==> src/rtl/multicycle_control_if.sv <==
`default_nettype none
// ============================================================================
//  Module      : multicycle_control_if
//  Description : Control bundle between the MiniMIPS multicycle main control
//                unit and the datapath / memory.
//                  - opcode, mem_ready     : datapath -> control
//                  - ALUop, ALUSrcA/B, PCSource, datapath enables,
//                    illegal, halted, state: control -> datapath
//                The master modport is the control unit.
//                The slave modport is the datapath side.
//  Revision    : 1.0  initial release
// ============================================================================
interface multicycle_control_if;

  // Inputs to the control unit
  logic [3:0] opcode;     // IR[15:12]
  logic       mem_ready;  // memory finishes the current access this cycle

  // ALU / mux selects
  logic [2:0] ALUop;
  logic       ALUSrcA;
  logic [1:0] ALUSrcB;
  logic [1:0] PCSource;

  // Datapath enables
  logic       PCWrite;
  logic       PCWriteCond;
  logic       BranchNe;
  logic       IorD;
  logic       MemRead;
  logic       MemWrite;
  logic       IRWrite;
  logic       MemtoReg;
  logic       RegDst;
  logic       RegWrite;

  // Status / debug
  logic       illegal;
  logic       halted;
  logic [3:0] state;

  modport master (
    input  opcode, mem_ready,
    output ALUop, ALUSrcA, ALUSrcB, PCSource,
    output PCWrite, PCWriteCond, BranchNe, IorD, MemRead, MemWrite,
    output IRWrite, MemtoReg, RegDst, RegWrite,
    output illegal, halted, state
  );

  modport slave (
    output opcode, mem_ready,
    input  ALUop, ALUSrcA, ALUSrcB, PCSource,
    input  PCWrite, PCWriteCond, BranchNe, IorD, MemRead, MemWrite,
    input  IRWrite, MemtoReg, RegDst, RegWrite,
    input  illegal, halted, state
  );

endinterface

`default_nettype wire

==> src/rtl/multicycle_control.sv <==
`default_nettype none
// ============================================================================
//  Module      : multicycle_control
//  Description : Multicycle main control unit for MiniMIPS. A Moore FSM that
//                sequences fetch, decode, execute, memory and write-back, and
//                drives datapath selects/enables plus the 3-bit ALUop.
//  Ports       :
//    clk    in  rising-edge clock
//    reset  in  asynchronous active-high reset, forces IDLE immediately
//    bus    master modport of multicycle_control_if
//           (opcode/mem_ready in; ALU selects, enables, illegal,
//            halted and state out)
//  Revision    : 1.0  initial release
// ============================================================================
module multicycle_control (
  input  wire logic            clk,
  input  wire logic            reset,
  multicycle_control_if.master bus
);

  // --------------------------------------------------------------------------
  // Encodings
  // --------------------------------------------------------------------------
  typedef enum logic [3:0] {
    S_IDLE     = 4'd0,
    S_FETCH    = 4'd1,
    S_DECODE   = 4'd2,
    S_EXEC_R   = 4'd3,
    S_WB_R     = 4'd4,
    S_EXEC_I   = 4'd5,
    S_WB_I     = 4'd6,
    S_MEM_ADDR = 4'd7,
    S_MEM_RD   = 4'd8,
    S_MEM_WB   = 4'd9,
    S_MEM_WR   = 4'd10,
    S_BRANCH   = 4'd11,
    S_JUMP     = 4'd12,
    S_HALT     = 4'd13
  } state_t;

  localparam logic [3:0] OP_RTYPE = 4'b0000;
  localparam logic [3:0] OP_ADDI  = 4'b0001;
  localparam logic [3:0] OP_ANDI  = 4'b0010;
  localparam logic [3:0] OP_ORI   = 4'b0011;
  localparam logic [3:0] OP_SLTI  = 4'b0100;
  localparam logic [3:0] OP_LW    = 4'b0101;
  localparam logic [3:0] OP_SW    = 4'b0110;
  localparam logic [3:0] OP_BEQ   = 4'b0111;
  localparam logic [3:0] OP_BNE   = 4'b1000;
  localparam logic [3:0] OP_J     = 4'b1001;
  localparam logic [3:0] OP_HALT  = 4'b1111;

  localparam logic [2:0] ALU_ADD   = 3'b000;
  localparam logic [2:0] ALU_SUB   = 3'b001;
  localparam logic [2:0] ALU_AND   = 3'b010;
  localparam logic [2:0] ALU_OR    = 3'b011;
  localparam logic [2:0] ALU_SLT   = 3'b100;
  localparam logic [2:0] ALU_RTYPE = 3'b111;

  localparam logic [1:0] SRCB_REGB   = 2'b00;
  localparam logic [1:0] SRCB_ONE    = 2'b01;
  localparam logic [1:0] SRCB_IMM    = 2'b10;
  localparam logic [1:0] SRCB_BRANCH = 2'b11;

  localparam logic [1:0] PCSRC_ALUOUT = 2'b01;
  localparam logic [1:0] PCSRC_JUMP   = 2'b10;

  // Registered Moore outputs. pc_write here is only the unconditional
  // jump write; the fetch-time PC update is a separate mem_ready strobe.
  typedef struct packed {
    logic [2:0] alu_op;
    logic       alu_src_a;
    logic [1:0] alu_src_b;
    logic [1:0] pc_source;
    logic       pc_write;
    logic       pc_write_cond;
    logic       branch_ne;
    logic       i_or_d;
    logic       mem_read;
    logic       mem_write;
    logic       mem_to_reg;
    logic       reg_dst;
    logic       reg_write;
    logic       halted;
  } ctrl_t;

  // --------------------------------------------------------------------------
  // Output decode for a given state / latched opcode. Anything not listed
  // stays 0, including the unreachable encodings 14-15.
  // --------------------------------------------------------------------------
  function automatic ctrl_t ctrl_for(input state_t s, input logic [3:0] op);
    ctrl_t c;
    c = '0;
    case (s)
      S_FETCH: begin
        c.mem_read  = 1'b1;
        c.alu_src_b = SRCB_ONE;
        c.alu_op    = ALU_ADD;
      end
      S_DECODE: begin
        // Speculative branch-target computation into ALUOut
        c.alu_src_b = SRCB_BRANCH;
        c.alu_op    = ALU_ADD;
      end
      S_EXEC_R: begin
        c.alu_src_a = 1'b1;
        c.alu_src_b = SRCB_REGB;
        c.alu_op    = ALU_RTYPE;
      end
      S_WB_R: begin
        c.reg_dst   = 1'b1;
        c.reg_write = 1'b1;
      end
      S_EXEC_I: begin
        c.alu_src_a = 1'b1;
        c.alu_src_b = SRCB_IMM;
        case (op)
          OP_ANDI: c.alu_op = ALU_AND;
          OP_ORI:  c.alu_op = ALU_OR;
          OP_SLTI: c.alu_op = ALU_SLT;
          default: c.alu_op = ALU_ADD;   // addi
        endcase
      end
      S_WB_I: begin
        c.reg_write = 1'b1;
      end
      S_MEM_ADDR: begin
        c.alu_src_a = 1'b1;
        c.alu_src_b = SRCB_IMM;
        c.alu_op    = ALU_ADD;
      end
      S_MEM_RD: begin
        c.mem_read = 1'b1;
        c.i_or_d   = 1'b1;
      end
      S_MEM_WB: begin
        c.reg_write  = 1'b1;
        c.mem_to_reg = 1'b1;
      end
      S_MEM_WR: begin
        c.mem_write = 1'b1;
        c.i_or_d    = 1'b1;
      end
      S_BRANCH: begin
        c.alu_src_a     = 1'b1;
        c.alu_src_b     = SRCB_REGB;
        c.alu_op        = ALU_SUB;
        c.pc_write_cond = 1'b1;
        c.pc_source     = PCSRC_ALUOUT;
        c.branch_ne     = (op == OP_BNE);
      end
      S_JUMP: begin
        c.pc_write  = 1'b1;
        c.pc_source = PCSRC_JUMP;
      end
      S_HALT: begin
        c.halted = 1'b1;
      end
      default: c = '0;
    endcase
    return c;
  endfunction

  // --------------------------------------------------------------------------
  // State
  // --------------------------------------------------------------------------
  state_t     state_q, state_d;
  logic [3:0] op_q, op_d;
  ctrl_t      ctrl_q, ctrl_d;
  logic       opcode_legal;
  logic       fetch_done;

  // 1010-1110 are the only unmapped opcodes
  assign opcode_legal = (bus.opcode < 4'b1010) || (bus.opcode == OP_HALT);

  always_comb begin
    state_d = state_q;
    op_d    = op_q;
    case (state_q)
      S_IDLE:   state_d = S_FETCH;
      S_FETCH:  if (bus.mem_ready) state_d = S_DECODE;
      S_DECODE: begin
        op_d = bus.opcode;
        case (bus.opcode)
          OP_RTYPE:                          state_d = S_EXEC_R;
          OP_ADDI, OP_ANDI, OP_ORI, OP_SLTI: state_d = S_EXEC_I;
          OP_LW, OP_SW:                      state_d = S_MEM_ADDR;
          OP_BEQ, OP_BNE:                    state_d = S_BRANCH;
          OP_J:                              state_d = S_JUMP;
          OP_HALT:                           state_d = S_HALT;
          default:                           state_d = S_FETCH;
        endcase
      end
      S_EXEC_R:   state_d = S_WB_R;
      S_WB_R:     state_d = S_FETCH;
      S_EXEC_I:   state_d = S_WB_I;
      S_WB_I:     state_d = S_FETCH;
      S_MEM_ADDR: state_d = (op_q == OP_LW) ? S_MEM_RD : S_MEM_WR;
      S_MEM_RD:   if (bus.mem_ready) state_d = S_MEM_WB;
      S_MEM_WB:   state_d = S_FETCH;
      S_MEM_WR:   if (bus.mem_ready) state_d = S_FETCH;
      S_BRANCH:   state_d = S_FETCH;
      S_JUMP:     state_d = S_FETCH;
      S_HALT:     state_d = S_HALT;
      default:    state_d = S_FETCH;   // recover from 14/15
    endcase
    // Outputs are precomputed for the state being entered so that they come
    // straight from flops; op_d already holds the opcode captured in DECODE.
    ctrl_d = ctrl_for(state_d, op_d);
  end

  always_ff @(posedge clk or posedge reset) begin
    if (reset) begin
      state_q <= S_IDLE;
      op_q    <= 4'b0000;
      ctrl_q  <= '0;
    end else begin
      state_q <= state_d;
      op_q    <= op_d;
      ctrl_q  <= ctrl_d;
    end
  end

  // --------------------------------------------------------------------------
  // Outputs
  // --------------------------------------------------------------------------
  // IR load and PC+1 happen in the one FETCH cycle where memory completes.
  assign fetch_done = (state_q == S_FETCH) && bus.mem_ready;

  assign bus.ALUop       = ctrl_q.alu_op;
  assign bus.ALUSrcA     = ctrl_q.alu_src_a;
  assign bus.ALUSrcB     = ctrl_q.alu_src_b;
  assign bus.PCSource    = ctrl_q.pc_source;
  assign bus.PCWrite     = ctrl_q.pc_write | fetch_done;
  assign bus.PCWriteCond = ctrl_q.pc_write_cond;
  assign bus.BranchNe    = ctrl_q.branch_ne;
  assign bus.IorD        = ctrl_q.i_or_d;
  assign bus.MemRead     = ctrl_q.mem_read;
  assign bus.MemWrite    = ctrl_q.mem_write;
  assign bus.IRWrite     = fetch_done;
  assign bus.MemtoReg    = ctrl_q.mem_to_reg;
  assign bus.RegDst      = ctrl_q.reg_dst;
  assign bus.RegWrite    = ctrl_q.reg_write;
  assign bus.halted      = ctrl_q.halted;
  assign bus.state       = state_q;

  // op_q is not loaded until DECODE ends, so the illegal flag has to be
  // decoded from the live IR field while DECODE is active.
  assign bus.illegal = (state_q == S_DECODE) && !opcode_legal;

endmodule

`default_nettype wire

==> src/flat_wrapper.sv <==
// flat-port wrapper written by rule: the top's interface ports become plain ports
module multicycle_control_flat 
  (clk, reset, bus_opcode, bus_mem_ready, bus_ALUop, bus_ALUSrcA, bus_ALUSrcB, bus_PCSource, bus_PCWrite, bus_PCWriteCond, bus_BranchNe, bus_IorD, bus_MemRead, bus_MemWrite, bus_IRWrite, bus_MemtoReg, bus_RegDst, bus_RegWrite, bus_illegal, bus_halted, bus_state);
  multicycle_control_if bus_i ();
  input  wire logic clk;
  input  wire logic reset;
  input wire logic [$bits(bus_i.opcode)-1:0] bus_opcode;
  input wire logic [$bits(bus_i.mem_ready)-1:0] bus_mem_ready;
  output wire logic [$bits(bus_i.ALUop)-1:0] bus_ALUop;
  output wire logic [$bits(bus_i.ALUSrcA)-1:0] bus_ALUSrcA;
  output wire logic [$bits(bus_i.ALUSrcB)-1:0] bus_ALUSrcB;
  output wire logic [$bits(bus_i.PCSource)-1:0] bus_PCSource;
  output wire logic [$bits(bus_i.PCWrite)-1:0] bus_PCWrite;
  output wire logic [$bits(bus_i.PCWriteCond)-1:0] bus_PCWriteCond;
  output wire logic [$bits(bus_i.BranchNe)-1:0] bus_BranchNe;
  output wire logic [$bits(bus_i.IorD)-1:0] bus_IorD;
  output wire logic [$bits(bus_i.MemRead)-1:0] bus_MemRead;
  output wire logic [$bits(bus_i.MemWrite)-1:0] bus_MemWrite;
  output wire logic [$bits(bus_i.IRWrite)-1:0] bus_IRWrite;
  output wire logic [$bits(bus_i.MemtoReg)-1:0] bus_MemtoReg;
  output wire logic [$bits(bus_i.RegDst)-1:0] bus_RegDst;
  output wire logic [$bits(bus_i.RegWrite)-1:0] bus_RegWrite;
  output wire logic [$bits(bus_i.illegal)-1:0] bus_illegal;
  output wire logic [$bits(bus_i.halted)-1:0] bus_halted;
  output wire logic [$bits(bus_i.state)-1:0] bus_state;
  assign bus_i.opcode = bus_opcode;
  assign bus_i.mem_ready = bus_mem_ready;
  assign bus_ALUop = bus_i.ALUop;
  assign bus_ALUSrcA = bus_i.ALUSrcA;
  assign bus_ALUSrcB = bus_i.ALUSrcB;
  assign bus_PCSource = bus_i.PCSource;
  assign bus_PCWrite = bus_i.PCWrite;
  assign bus_PCWriteCond = bus_i.PCWriteCond;
  assign bus_BranchNe = bus_i.BranchNe;
  assign bus_IorD = bus_i.IorD;
  assign bus_MemRead = bus_i.MemRead;
  assign bus_MemWrite = bus_i.MemWrite;
  assign bus_IRWrite = bus_i.IRWrite;
  assign bus_MemtoReg = bus_i.MemtoReg;
  assign bus_RegDst = bus_i.RegDst;
  assign bus_RegWrite = bus_i.RegWrite;
  assign bus_illegal = bus_i.illegal;
  assign bus_halted = bus_i.halted;
  assign bus_state = bus_i.state;
  multicycle_control u_core (.clk(clk), .reset(reset), .bus(bus_i));
endmodule
==> config.mk <==
export PLATFORM = sky130hd
export DESIGN_NAME = multicycle_control_flat
export DESIGN_NICKNAME = d
export VERILOG_FILES = /design/src/rtl/multicycle_control_if.sv /design/src/rtl/multicycle_control.sv /design/src/flat_wrapper.sv
export SDC_FILE = /design/constraint.sdc
export NUM_CORES = 1
export LEC_CHECK = 0
export ABC_CLOCK_PERIOD_IN_PS = 2500
export CORE_ASPECT_RATIO = 0.9
export CORE_MARGIN = 8
export CORE_UTILIZATION = 40
export DETAILED_ROUTE_END_ITERATION = 10
export PLACE_DENSITY = 0.67
export SETUP_SLACK_MARGIN = 0.2
export SYNTH_ARGS = -nofsm -noshare
export SYNTH_HDL_FRONTEND = slang
export SYNTH_SLANG_ARGS = --single-unit
==> constraint.sdc <==
create_clock -name clk -period 2.5 [get_ports clk]
set_input_delay 0.375 -clock clk [delete_from_list [all_inputs] [get_ports clk]]
set_output_delay 0.375 -clock clk [all_outputs]
set_load 0.02 [all_outputs]
**Word-level counts from Yosys, hierarchy flattened**

Memories as Yosys holds them, arrays and structs flattened.
Cells that the tools add are included.

- Order comparisons: 1
- Eq/ne operators: 27
- Multiplexer cells: 20
- Bitwise gates (word level): 1
- Reductions and logical operators: 9

Operators by type and width:

| cell | number |
|---|---|
| $eq 4x4->1 const B | 11 |
| $eq 4x3->1 const B | 8 |
| $pmux 4 s8 | 1 |
| $eq 4x2->1 const B | 6 |
| $pmux 3 s3 | 2 |
| $mux 4 | 4 |
| $mux 1 | 9 |
| $eq 4x1->1 const B | 2 |
| $pmux 2 s3 | 1 |
| $reduce_or 2->1 | 3 |
| $lt 4x4->1 const B | 1 |
| $mux 2 | 2 |
| $pmux 2 s2 | 1 |
| $reduce_or 4->1 | 1 |
| $reduce_or 3->1 | 1 |
| $logic_and 1x1->1 | 2 |
| $logic_not 1->1 | 1 |
| $logic_or 1x1->1 | 1 |
| $or 1x1->1 | 1 |

- Flip-flop bits (word level): 26
- Bits in read-only memories: 64
- Input port bits: 7
- Output and inout bits: 24
- Memories: 1

Memory list:

| memory | words | width | read ports | clocked after Yosys merged registers in | write ports | RTL line | text |
|---|---|---|---|---|---|---|---|
| (no name shown) | 16 | 4 | 1 | 0 | 0 | multicycle_control.sv:184 | `case (bus.opcode)` |

**Depth between registers and ports, before layout**

- Depth in word-level cells: 6
- Gate-level depth with buffers: 7

**Least setup slack after synthesis**

No wires, ideal clock.

- Path kind: reg2out
- Start: register u_core.state_q[0], in the netlist u_core.bus.state[0]
- End: output port bus_illegal
- Arrival time: 1.682 ns
- Data required time: 2.125 ns
- Setup slack: 0.443 ns
- Cell stages (with the launch flop): 5
- Path buffers: 1
- Cell sequence: dfrtp_1 -> buf_6 -> nor4b_1 -> nand2b_1 -> nor3b_1

- Word-level cells in the longest chain between the ends: 2

Ends and longest elaborated chain:

| element | RTL line | text |
|---|---|---|
| start: declaration | multicycle_control.sv:167 | `state_t state_q, state_d;` |
| start signal: assignment | multicycle_control.sv:218 | `state_q <= state_d;` |
| $eq 4x2->1 | multicycle_control.sv:249 | `assign bus.illegal = (state_q == S_DECODE) && !opcode_legal;` |
| $logic_and 1x1->1 | multicycle_control.sv:249 |  |
| end: declaration | flat_wrapper.sv:23 | `output wire logic [$bits(bus_i.illegal)-1:0] bus_illegal;` |

Every way passes these cells.

==> results.json <==
{
  "finalSetupViolations": 0,
  "cpMaxStageDelayCell": "or4b_4",
  "num-nets-final": 177,
  "grt_pass1_vias": 1127,
  "avgSynthCellArea_um2": 9.44,
  "seqPwrFrac_pct": 33.5,
  "vias_per_cell": 5.39,
  "tightest_slew_ps": 490,
  "ys_top_cells_by_area": "dfrtp_1 49%, nand2_1 4.5%, nor2_1 3.3%",
  "drv_cap": 0,
  "antenna_found_initial": 0,
  "crit_buf_inv": 1,
  "ys.flop_type": "dfrtp_1",
  "clk_latency_ps": 320,
  "area_delta_synth_final_pct": 33.4,
  "synth_fp_nets": 141,
  "slew_viol_final": 0,
  "arrival_ps": 2380,
  "async_reset_ff_share_pct": 100,
  "rows": 19,
  "start_util_pct": 41.6,
  "htree_levels": 1,
  "yosysTopAreaCell": "dfrtp_1",
  "stdcell_area_um2": 1690,
  "io_buffer_count": 30,
  "reg2reg_from": "u_core.bus.state[0]",
  "p_per_area_nw_per_um2": 1040,
  "max_freq_ghz": 0.469,
  "clockBufferDepth": 2,
  "grt-ovfl-total": 0,
  "die_x_um": 75.3,
  "rr_endpoint": "u_core.bus.ALUop[0]",
  "dpl.cell_count": 207,
  "cts-root-buf": "clkbuf_4",
  "fin_ws_ps": 369,
  "grt_pass1_wl_um": 5240,
  "finalSetupTns_ps": 0,
  "synth_cell_type_count": 41,
  "routed_wirelength_um": 3160,
  "die_h_um": 69.4,
  "yosys.cell_count.top_type": "dfrtp_1",
  "regArea_um2": 626,
  "io_pins": 31,
  "synth_edf_count": 0,
  "drt_iter0_markers": 81,
  "place_area_um2": 1650,
  "vias": 1137,
  "die-area_um2": 5220,
  "internal_power_mw": 0.999,
  "worstPathRequired_ps": 2750,
  "final.fill_count": 293,
  "clkTransAtPathRegs_ps": 140,
  "netSwitchingFraction_pct": 42.9,
  "ys_ff_latch": 25,
  "drc": 0,
  "track_usage_pct": 12.5,
  "p_sw_mw": 0.751,
  "cts_inserted_buffers": 3,
  "reg2regPathDepth": 5,
  "yosysTopAreaCellShare_pct": 49.5,
  "p_leak_nw": 0.746,
  "p_clk_share_pct": 10.1,
  "worstPathCellList": "buf_4, or4b_4, o41ai_4, nand3_2, o21ai_1",
  "ant_nets": 0,
  "rsz0062_at_grt": "no",
  "layout-drive-gt1-share_pct": 12.4,
  "period_minus_slack_ps": 2130,
  "yosys_warnings": 0,
  "fp.coreArea_um2": 3040,
  "gp_congestion": 0.969,
  "yosys-top-cells-count": "25 x dfrtp_1, 15 x nand2_1, 11 x nor2_1",
  "cp-start-kind": "register",
  "drt-pass1-iter-count": 4,
  "cts_hold_buf": 0,
  "cpPeakStageDelay_ps": 650,
  "crit_fanout": 13,
  "total_power_mw": 1.75,
  "crit_cells": 5,
  "cts_sinks": 25,
  "synth_sequential_area_ratio_pct": 49.5,
  "hold_path_class": "primary input to asynchronous set/reset pin",
  "dp_slack_ps": 83.2,
  "syn_area_um2": 1260,
  "min_period_over_period_pct": 85.3,
  "rrSetupSlack_ps": 370,
  "avgRoutedWirePerCell_um": 15.0,
  "grt_max_degree": 26,
  "stdcell_count": 211,
  "combPwrFrac_pct": 56.4,
  "slew_headroom_pct": 67.0,
  "multi_input_area_um2": 582,
  "cts_tree": "done",
  "critPathKind": "register to register",
  "outcome": "complete, no violations",
  "fin_skew_ps": 11.3,
  "critical-path-top-delay-family": "simple AND/OR/NAND/NOR gates",
  "diodes": 0,
  "hold_violations": 0,
  "cp-end-kind": "register",
  "dpl.hpwl_um": 2340,
  "irDropWorstVdd_mv": 0.584,
  "synthCells": 134
}
## stage by stage
stage / hold WS, ps / utilization (%)
final: 377 / 55.5
after global routing: 419 / 55.5
after detailed placement: 518 / 54.4
after floorplan: 402 / -
after global placement: 497 / 54.4
after CTS: 385 / 55.5
## layout make-up
class	count	area share, %
flip-flops and latches	25	37.1
repair buffers	41	22.5
well taps	42	3.11
inverters	6	1.33
multi-input cells	93	34.5
clock buffers	4	1.56
## layer usage
| layer | vias up | wire length [µm] | global-route usage (%) |
|---|---|---|---|
| li1 | 534 | - | - |
| met1 | 554 | 1330 | 15.0 |
| met2 | 42 | 1530 | 20.5 |
| met3 | 7 | 255 | 3.61 |
| met4 | 0 | 45 | 3.84 |
| met5 | - | 0 | 0 |
## tightest hold or removal path: stages
cell             delay, ps
clkdlybuf4s50_1        390
inv_1                   50
buf_4                  290
## sequential cells by signal, summed over array words and instances, names as in the netlist, 2 cells and up
register / count
u_core.bus.ALUSrcB: 2
u_core.bus.ALUop: 3
u_core.bus.PCSource: 2
u_core.bus.state: 4
u_core.op_q: 4
## timing repair
| action | CTS | global route |
|---|---|---|
| buffers inserted | 0 | 0 |
| setup endpoints to repair | 3 | 1 |
| pin swaps | 0 | 1 |
| resized for setup | 5 | 0 |
## power groups by stage
stage | clock, mW | combinational, mW | sequential (mW)
3_5_place_dp | 0 | 0.987 | 0.590
6_report | 0.177 | 0.987 | 0.586
2_1_floorplan | 0 | 0.524 | 0.688
4_1_cts | 0.186 | 0.988 | 0.585
5_1_grt | 0.203 | 1.07 | 0.596
3_3_place_gp | 0 | 0.963 | 0.582
## worst max path at each step
| stage | slack [ps] | from | end |
|---|---|---|---|
| 6_report | 370 | u_core.bus.state[0] | u_core.bus.ALUop[0] |
| 5_1_grt | 240 | u_core.bus.state[0] | bus_illegal |
| 4_1_cts | 340 | u_core.bus.state[0] | u_core.bus.ALUop[0] |
| 3_5_place_dp | 80 | bus_opcode[2] | bus_illegal |
| 3_3_place_gp | 120 | bus_opcode[2] | bus_illegal |
| 2_1_floorplan | 440 | u_core.bus.state[0] | bus_illegal |
## logic make-up (layout without fill, tap and decap cells)
family          after synthesis  count (layout)  synth area share [%]
compound gates               28              28                  16.1
xor+xnor                      3               3                  2.08
buf+inv                      16              51                  5.44
flops                        25              25                  49.5
simple gates                 62              62                  26.9
## layout by cell type, fill, tap and decap left out, types with 2 or more instances in the layout
cell	count
o21bai_1	2
nor3b_1	5
buf_4	11
a211oi_1	2
clkdlybuf4s50_1	27
nor3_1	4
nand2b_1	6
clkbuf_4	3
nor2_1	11
xnor2_1	2
nand2_1	15
and3_1	3
a21oi_1	4
o21ai_1	3
dlygate4sd2_1	3
dfrtp_1	25
nand3_1	4
nor2b_1	3
o22ai_1	2
nand3_2	2
inv_1	6
o21ai_0	5
o41ai_1	2
Note: power is estimated with default switching activity, not from simulation.
